==> src/rtl/cs_check.sv <==
// cs_check: frame checksum verifier.
// Each frame is 17 beats of 32 bits: beats 0-11 form segment 1, beats 12-15
// form segment 2 and beat 16 carries the received checksums in its low half.
// Each segment checksum is the inverted 8-bit ones'-complement sum of all of
// its bytes. One verdict pulse is produced per completed frame. A frame that
// stalls for 100 consecutive idle cycles is aborted with a timeout verdict.
// Optional statistics counters are enabled by defining CS_CHECK_STAT_EN.

module cs_check (
  input  logic        clk,
  input  logic        rst_n,
  input  logic        in_valid,
  input  logic [31:0] data,
  output logic        out_valid,
  output logic [15:0] result,
  output logic        match,
  output logic        timeout
`ifdef CS_CHECK_STAT_EN
  ,
  output logic [15:0] frame_cnt,
  output logic [15:0] err_cnt
`endif
);

  typedef enum logic [1:0] {
    IDLE = 2'd0,
    SEG1 = 2'd1,
    SEG2 = 2'd2,
    CHK  = 2'd3
  } stateT;

  localparam logic [4:0] LAST_SEG1_BEAT = 5'd11;
  localparam logic [4:0] LAST_SEG2_BEAT = 5'd15;
  localparam logic [6:0] IDLE_LIMIT     = 7'd99;

  stateT       state_q,    state_d;
  logic [4:0]  beatCnt_q,  beatCnt_d;
  logic [6:0]  idleCnt_q,  idleCnt_d;
  logic [7:0]  acc1_q,     acc1_d;
  logic [7:0]  acc2_q,     acc2_d;
  logic        outValid_q, outValid_d;
  logic [15:0] result_q,   result_d;
  logic        match_q,    match_d;
  logic        timeout_q,  timeout_d;

  logic [7:0]  beatSum1;
  logic [7:0]  beatSum2;
  logic [7:0]  cs1;
  logic [7:0]  cs2;
  logic        inFrame;
  logic        idleExpire;
  logic        frameDone;
  logic        frameMatch;

  // Adds the four bytes of a beat into an 8-bit ones'-complement accumulator.
  // The 11-bit raw sum is folded twice: the first fold leaves at most 9 bits,
  // and when its carry is set the low byte is small enough that the second
  // fold can never carry again, so no end-around carry is ever lost.
  function automatic logic [7:0] foldBeat(input logic [7:0]  acc,
                                          input logic [31:0] beat);
    logic [10:0] wide;
    logic [8:0]  once;
    logic [7:0]  twice;
    wide  = {3'b000, acc}
          + {3'b000, beat[31:24]}
          + {3'b000, beat[23:16]}
          + {3'b000, beat[15:8]}
          + {3'b000, beat[7:0]};
    once  = {1'b0, wide[7:0]} + {6'b000000, wide[10:8]};
    twice = once[7:0] + {7'b0000000, once[8]};
    return twice;
  endfunction

  // Shared decode: candidate accumulator updates, final checksums, and the
  // two events that end a frame (a completed frame or an inactivity abort).
  always_comb begin
    beatSum1   = foldBeat(acc1_q, data);
    beatSum2   = foldBeat(acc2_q, data);
    cs1        = ~acc1_q;
    cs2        = ~acc2_q;
    inFrame    = (state_q != IDLE);
    idleExpire = inFrame && !in_valid && (idleCnt_q == IDLE_LIMIT);
    frameDone  = (state_q == CHK) && in_valid;
    frameMatch = (cs1 == data[15:8]) && (cs2 == data[7:0]);
  end

  // State and datapath registers; a low rst_n at the edge wins over any beat.
  always_ff @(posedge clk) begin
    if (!rst_n) begin
      state_q    <= IDLE;
      beatCnt_q  <= 5'd0;
      idleCnt_q  <= 7'd0;
      acc1_q     <= 8'h00;
      acc2_q     <= 8'h00;
      outValid_q <= 1'b0;
      result_q   <= 16'h0000;
      match_q    <= 1'b0;
      timeout_q  <= 1'b0;
    end else begin
      state_q    <= state_d;
      beatCnt_q  <= beatCnt_d;
      idleCnt_q  <= idleCnt_d;
      acc1_q     <= acc1_d;
      acc2_q     <= acc2_d;
      outValid_q <= outValid_d;
      result_q   <= result_d;
      match_q    <= match_d;
      timeout_q  <= timeout_d;
    end
  end

  // Frame sequencing: segments advance only on accepted beats, and any
  // in-frame state falls back to IDLE once the inactivity limit is reached.
  always_comb begin
    state_d = state_q;
    unique case (state_q)
      IDLE: begin
        if (in_valid) begin
          state_d = SEG1;
        end
      end
      SEG1: begin
        if (in_valid && (beatCnt_q == LAST_SEG1_BEAT)) begin
          state_d = SEG2;
        end else if (idleExpire) begin
          state_d = IDLE;
        end
      end
      SEG2: begin
        if (in_valid && (beatCnt_q == LAST_SEG2_BEAT)) begin
          state_d = CHK;
        end else if (idleExpire) begin
          state_d = IDLE;
        end
      end
      CHK: begin
        if (in_valid || idleExpire) begin
          state_d = IDLE;
        end
      end
      default: state_d = IDLE;
    endcase
  end

  // Accumulation, beat/idle counting and the one-cycle verdict; the verdict
  // fields default to zero so they are only non-zero alongside out_valid.
  always_comb begin
    beatCnt_d  = beatCnt_q;
    idleCnt_d  = idleCnt_q;
    acc1_d     = acc1_q;
    acc2_d     = acc2_q;
    outValid_d = 1'b0;
    result_d   = 16'h0000;
    match_d    = 1'b0;
    timeout_d  = 1'b0;

    if (!inFrame) begin
      idleCnt_d = 7'd0;
      if (in_valid) begin
        acc1_d    = beatSum1;
        beatCnt_d = 5'd1;
      end
    end else if (in_valid) begin
      idleCnt_d = 7'd0;
      unique case (state_q)
        SEG1: begin
          acc1_d    = beatSum1;
          beatCnt_d = beatCnt_q + 5'd1;
        end
        SEG2: begin
          acc2_d    = beatSum2;
          beatCnt_d = beatCnt_q + 5'd1;
        end
        default: begin
          outValid_d = 1'b1;
          result_d   = {cs1, cs2};
          match_d    = frameMatch;
          beatCnt_d  = 5'd0;
          acc1_d     = 8'h00;
          acc2_d     = 8'h00;
        end
      endcase
    end else if (idleExpire) begin
      outValid_d = 1'b1;
      timeout_d  = 1'b1;
      idleCnt_d  = 7'd0;
      beatCnt_d  = 5'd0;
      acc1_d     = 8'h00;
      acc2_d     = 8'h00;
    end else begin
      idleCnt_d = idleCnt_q + 7'd1;
    end
  end

  // Verdict outputs come straight from registers.
  always_comb begin
    out_valid = outValid_q;
    result    = result_q;
    match     = match_q;
    timeout   = timeout_q;
  end

`ifdef CS_CHECK_STAT_EN
  logic [15:0] frameCnt_q, frameCnt_d;
  logic [15:0] errCnt_q,   errCnt_d;

  // Saturating statistics: completed frames, and verdicts that are either a
  // checksum miss or an inactivity abort.
  always_comb begin
    frameCnt_d = frameCnt_q;
    errCnt_d   = errCnt_q;
    if (frameDone && (frameCnt_q != 16'hFFFF)) begin
      frameCnt_d = frameCnt_q + 16'd1;
    end
    if (((frameDone && !frameMatch) || idleExpire) && (errCnt_q != 16'hFFFF)) begin
      errCnt_d = errCnt_q + 16'd1;
    end
  end

  // Statistics registers, cleared by reset.
  always_ff @(posedge clk) begin
    if (!rst_n) begin
      frameCnt_q <= 16'd0;
      errCnt_q   <= 16'd0;
    end else begin
      frameCnt_q <= frameCnt_d;
      errCnt_q   <= errCnt_d;
    end
  end

  assign frame_cnt = frameCnt_q;
  assign err_cnt   = errCnt_q;
`endif

endmodule

==> config.mk <==
export PLATFORM = sky130hd
export DESIGN_NAME = cs_check
export DESIGN_NICKNAME = d
export VERILOG_FILES = /design/src/rtl/cs_check.sv
export SDC_FILE = /design/constraint.sdc
export NUM_CORES = 1
export LEC_CHECK = 0
export BUFFER_PORTS_ARGS = -buffer_cell sky130_fd_sc_hd__buf_2
export CORE_ASPECT_RATIO = 1.2
export CORE_UTILIZATION = 40
export DETAILED_ROUTE_END_ITERATION = 10
export PLACE_DENSITY = 0.64
export SYNTH_ARGS = -nofsm -noshare
export SYNTH_HDL_FRONTEND = slang
export SYNTH_SLANG_ARGS = --single-unit
==> constraint.sdc <==
create_clock -name clk -period 6.81 [get_ports clk]
set_clock_uncertainty 0.05 [all_clocks]
set_input_delay 0.681 -clock clk [delete_from_list [all_inputs] [get_ports clk]]
set_output_delay 0.681 -clock clk [all_outputs]
set_load 0.005 [all_outputs]
==> results.py <==
metrics = {
    "outcome": {
        "status": "finished clean",
    },
    "synthesis": {
        "synthXorXnorAreaFrac": 0.103,
        "netlist.area_leader.share": 0.241,
        "syn_area_mm2": 0.00407,
        "syn_avg_cell_area_um2": 8.59,
        "yosys_register_bits": 49,
        "synthSimpleGateAreaFrac": 0.162,
        "synthCells": 474,
        "synth_ff_type": "dfxtp_1",
        "synth-compound-area-share": 0.123,
        "synth_warnings": 0,
        "synth_top_area_cell": "dfxtp_1",
        "seq_area_frac_synth": 0.241,
        "synth_nets": 579,
        "async_flop_share": 0,
        "synth_cell_types": 50,
        "synth_edf_count": 0,
        "synthAdderAreaFrac": 0.279,
        "muxShareOfSynthArea": 0.00246,
        "synth_top_family_by_area": "adder cells",
        "synth.area.top_cells": "dfxtp_1 24%, fa_1 16%, ha_1 11%",
    },
    "final_layout": {
        "finalNonFillerCells": 653,
        "final_cell_mix": "90 x inv_1, 53 x buf_2, 50 x nor2_1",
        "diodes": 0,
        "fin_util": 0.465,
        "fillers": 1014,
        "syn_to_final_growth_pct": 13.7,
        "drive_above_1_share": 0.127,
        "layout.nets": 631,
        "fin_area_mm2": 0.00463,
        "multiInputGateArea_mm2": 0.00272,
        "final_common_cell": "inv_1",
        "seqCellArea_um2": 981,
    },
    "grt": {
        "grt_pass1_wl_um": 15600,
        "grt_pass1_vias": 3390,
        "gr-usage-all-layers": 0.189,
        "grt_max_degree": 25,
        "grt_antenna_before_repair": 0,
        "grt_overflow": 0,
    },
    "placed_design": {
        "gp_congestion": 0.921,
        "dpl-instance-area_mm2": 0.00446,
        "portBuffers": 53,
        "dp_hpwl_um": 7620,
        "placed_cells": 645,
    },
    "timing": {
        "setup_viol": 0,
        "fmax_mhz": 160,
        "tightest_slew_ps": 672,
        "period_needed_ps": 6250,
        "fin_crit_sh": 0.917,
        "final-hold-violation-count": 0,
        "rsz0062_at_grt": "false",
        "timing.slew.headroom": 0.552,
        "finalMaxSlewViolations": 0,
        "fin_tns_setup_ps": 0,
    },
    "setup_path": {
        "critPathKind": "in -> reg",
        "worstSetupStartpointType": "input port",
        "crit_arrival_ps": 6420,
        "endpoint_kind": "flip-flop",
        "critical_path_peak_fanout": 3,
        "cp.required_ps": 6980,
        "ff2ff_path_depth": 25,
    },
    "floorplan": {
        "coreArea_mm2": 0.00996,
        "die_x_um": 94.1,
        "die_y_um": 113,
        "rows": 40,
        "die_area_mm2": 0.0106,
        "pin_count": 54,
        "initial_core_util": 0.409,
    },
    "pwr": {
        "p_leak_nw": 2.20,
        "power_density_mw_per_mm2": 357,
        "vdd_ir_drop_max_v": 0.000224,
        "total_power_mw": 1.65,
    },
    "clock_tree": {
        "hold_buffers": 0,
        "cts_setup_buffers": 0,
        "post_cts_resized": 0,
        "cts_made_buffers": 5,
        "cts_max_level": 2,
        "clock_latency_ps": 290,
        "ctsLongestPathBuffers": 2,
        "clockRootBuffer": "clkbuf_16",
        "cts_tree": "yes",
        "cts.sinks": 49,
        "cts.clk_slew.worst_paths_ps": 70,
    },
    "detailed_routing": {
        "route.vias.total": 3249,
        "ant_nets": 0,
        "vias_per_cell": 4.98,
        "routedWlPerCell_um": 13.9,
        "drc_errors": 0,
        "drt_iter0_markers": 111,
        "wirelength_um": 9080,
        "dr.pass1.iters": 5,
    },
    "worst_hold_path": {
        "min_path_cells": 1,
        "hold_path_class": "reg -> reg",
    },
    "job": {
        "max_cap_viol_count": 0,
    },
}
## critical path, stage by stage
cell and delay [ps]:
buf_2 100, inv_1 50, fa_1 500, fa_1 610, fa_1 440, inv_1 70
ha_1 150, inv_1 50, fa_1 420, nor2b_1 140, o21a_1 130, o21ai_0 110
a21oi_1 210, o21a_1 140, nor2_1 50, xnor2_1 270, fa_1 270, a21oi_1 90
or2_2 330, nor2_1 180, and4_1 210, ha_1 200, o2111ai_1 130, maj3_2 320
nor2_1 150, nand3_1 120, xor2_1 180, o21ai_1 120
## worst paths after layout
| path | start | to | slack (ps) |
|---|---|---|---|
| setup / recovery | data[1] | acc2_q[7]$_SDFFE_PN0P_ | 560 |
| hold / removal | idleCnt_q[0]$_SDFF_PP0_ | idleCnt_q[0]$_SDFF_PP0_ | 390 |
| setup reg to reg | acc2_q[1]$_SDFFE_PN0P_ | acc2_q[7]$_SDFFE_PN0P_ | 1650 |
| hold reg to reg | idleCnt_q[0]$_SDFF_PP0_ | idleCnt_q[0]$_SDFF_PP0_ | 390 |
## stage by stage
step / hold slack (ps) / setup slack, ps
after floorplan: 368 / 820
after global placement: 381 / 489
after detailed placement: 389 / 304
after CTS: 400 / 587
after global routing: 424 / 73.1
final: 395 / 562
## registers in the layout, summed over array words and instances (netlist names)
register,cells
result,16
acc1_q,8
acc2_q,8
idleCnt_q,7
beatCnt_q,5
state_q,2
match,1
out_valid,1
timeout,1
## routing by layer
metal	track usage	part of all wire	wire, um
met1	0.249	0.47	4220
met2	0.317	0.47	4300
met3	0.0278	0.043	389
met4	0.0564	0.019	168
met5	0	0	0
## cell usage after synthesis (all sizes together) (7+ instances only)
cell    number
inv         90
nor2        50
dfxtp       49
ha          37
fa          33
xnor2       26
o21ai       22
xor2        21
nand3       17
nand2       15
a21oi       13
nor2b       13
nor3         9
o21a         8
a22oi        7
clkbuf       7
## report_power, final
part	switching [mW]	internal [mW]	leakage (nW)
clock network	0.109	0.174	0.0810
logic	0.609	0.439	1.72
registers	0.0193	0.305	0.398
total	0.737	0.918	2.20
## cells by family after synthesis
group | count (synthesis)
AOI/OAI and AO/OA | 74
muxes | 1
buffers and inverters | 98
xor gates and xnor gates | 47
DFF | 49
adders and majority gates | 71
and+or+nand+nor | 134
## layout make-up
| type | count | share of cell area |
|---|---|---|
| timing repair buffer | 53 | 0.0573 |
| sequential | 49 | 0.212 |
| clock inverter | 2 | 0.00838 |
| clock buffer | 6 | 0.0278 |
| inverter | 90 | 0.0730 |
| multi-input combinational | 327 | 0.588 |
| tap | 126 | 0.0340 |
Power figures use the tool's default switching activity.
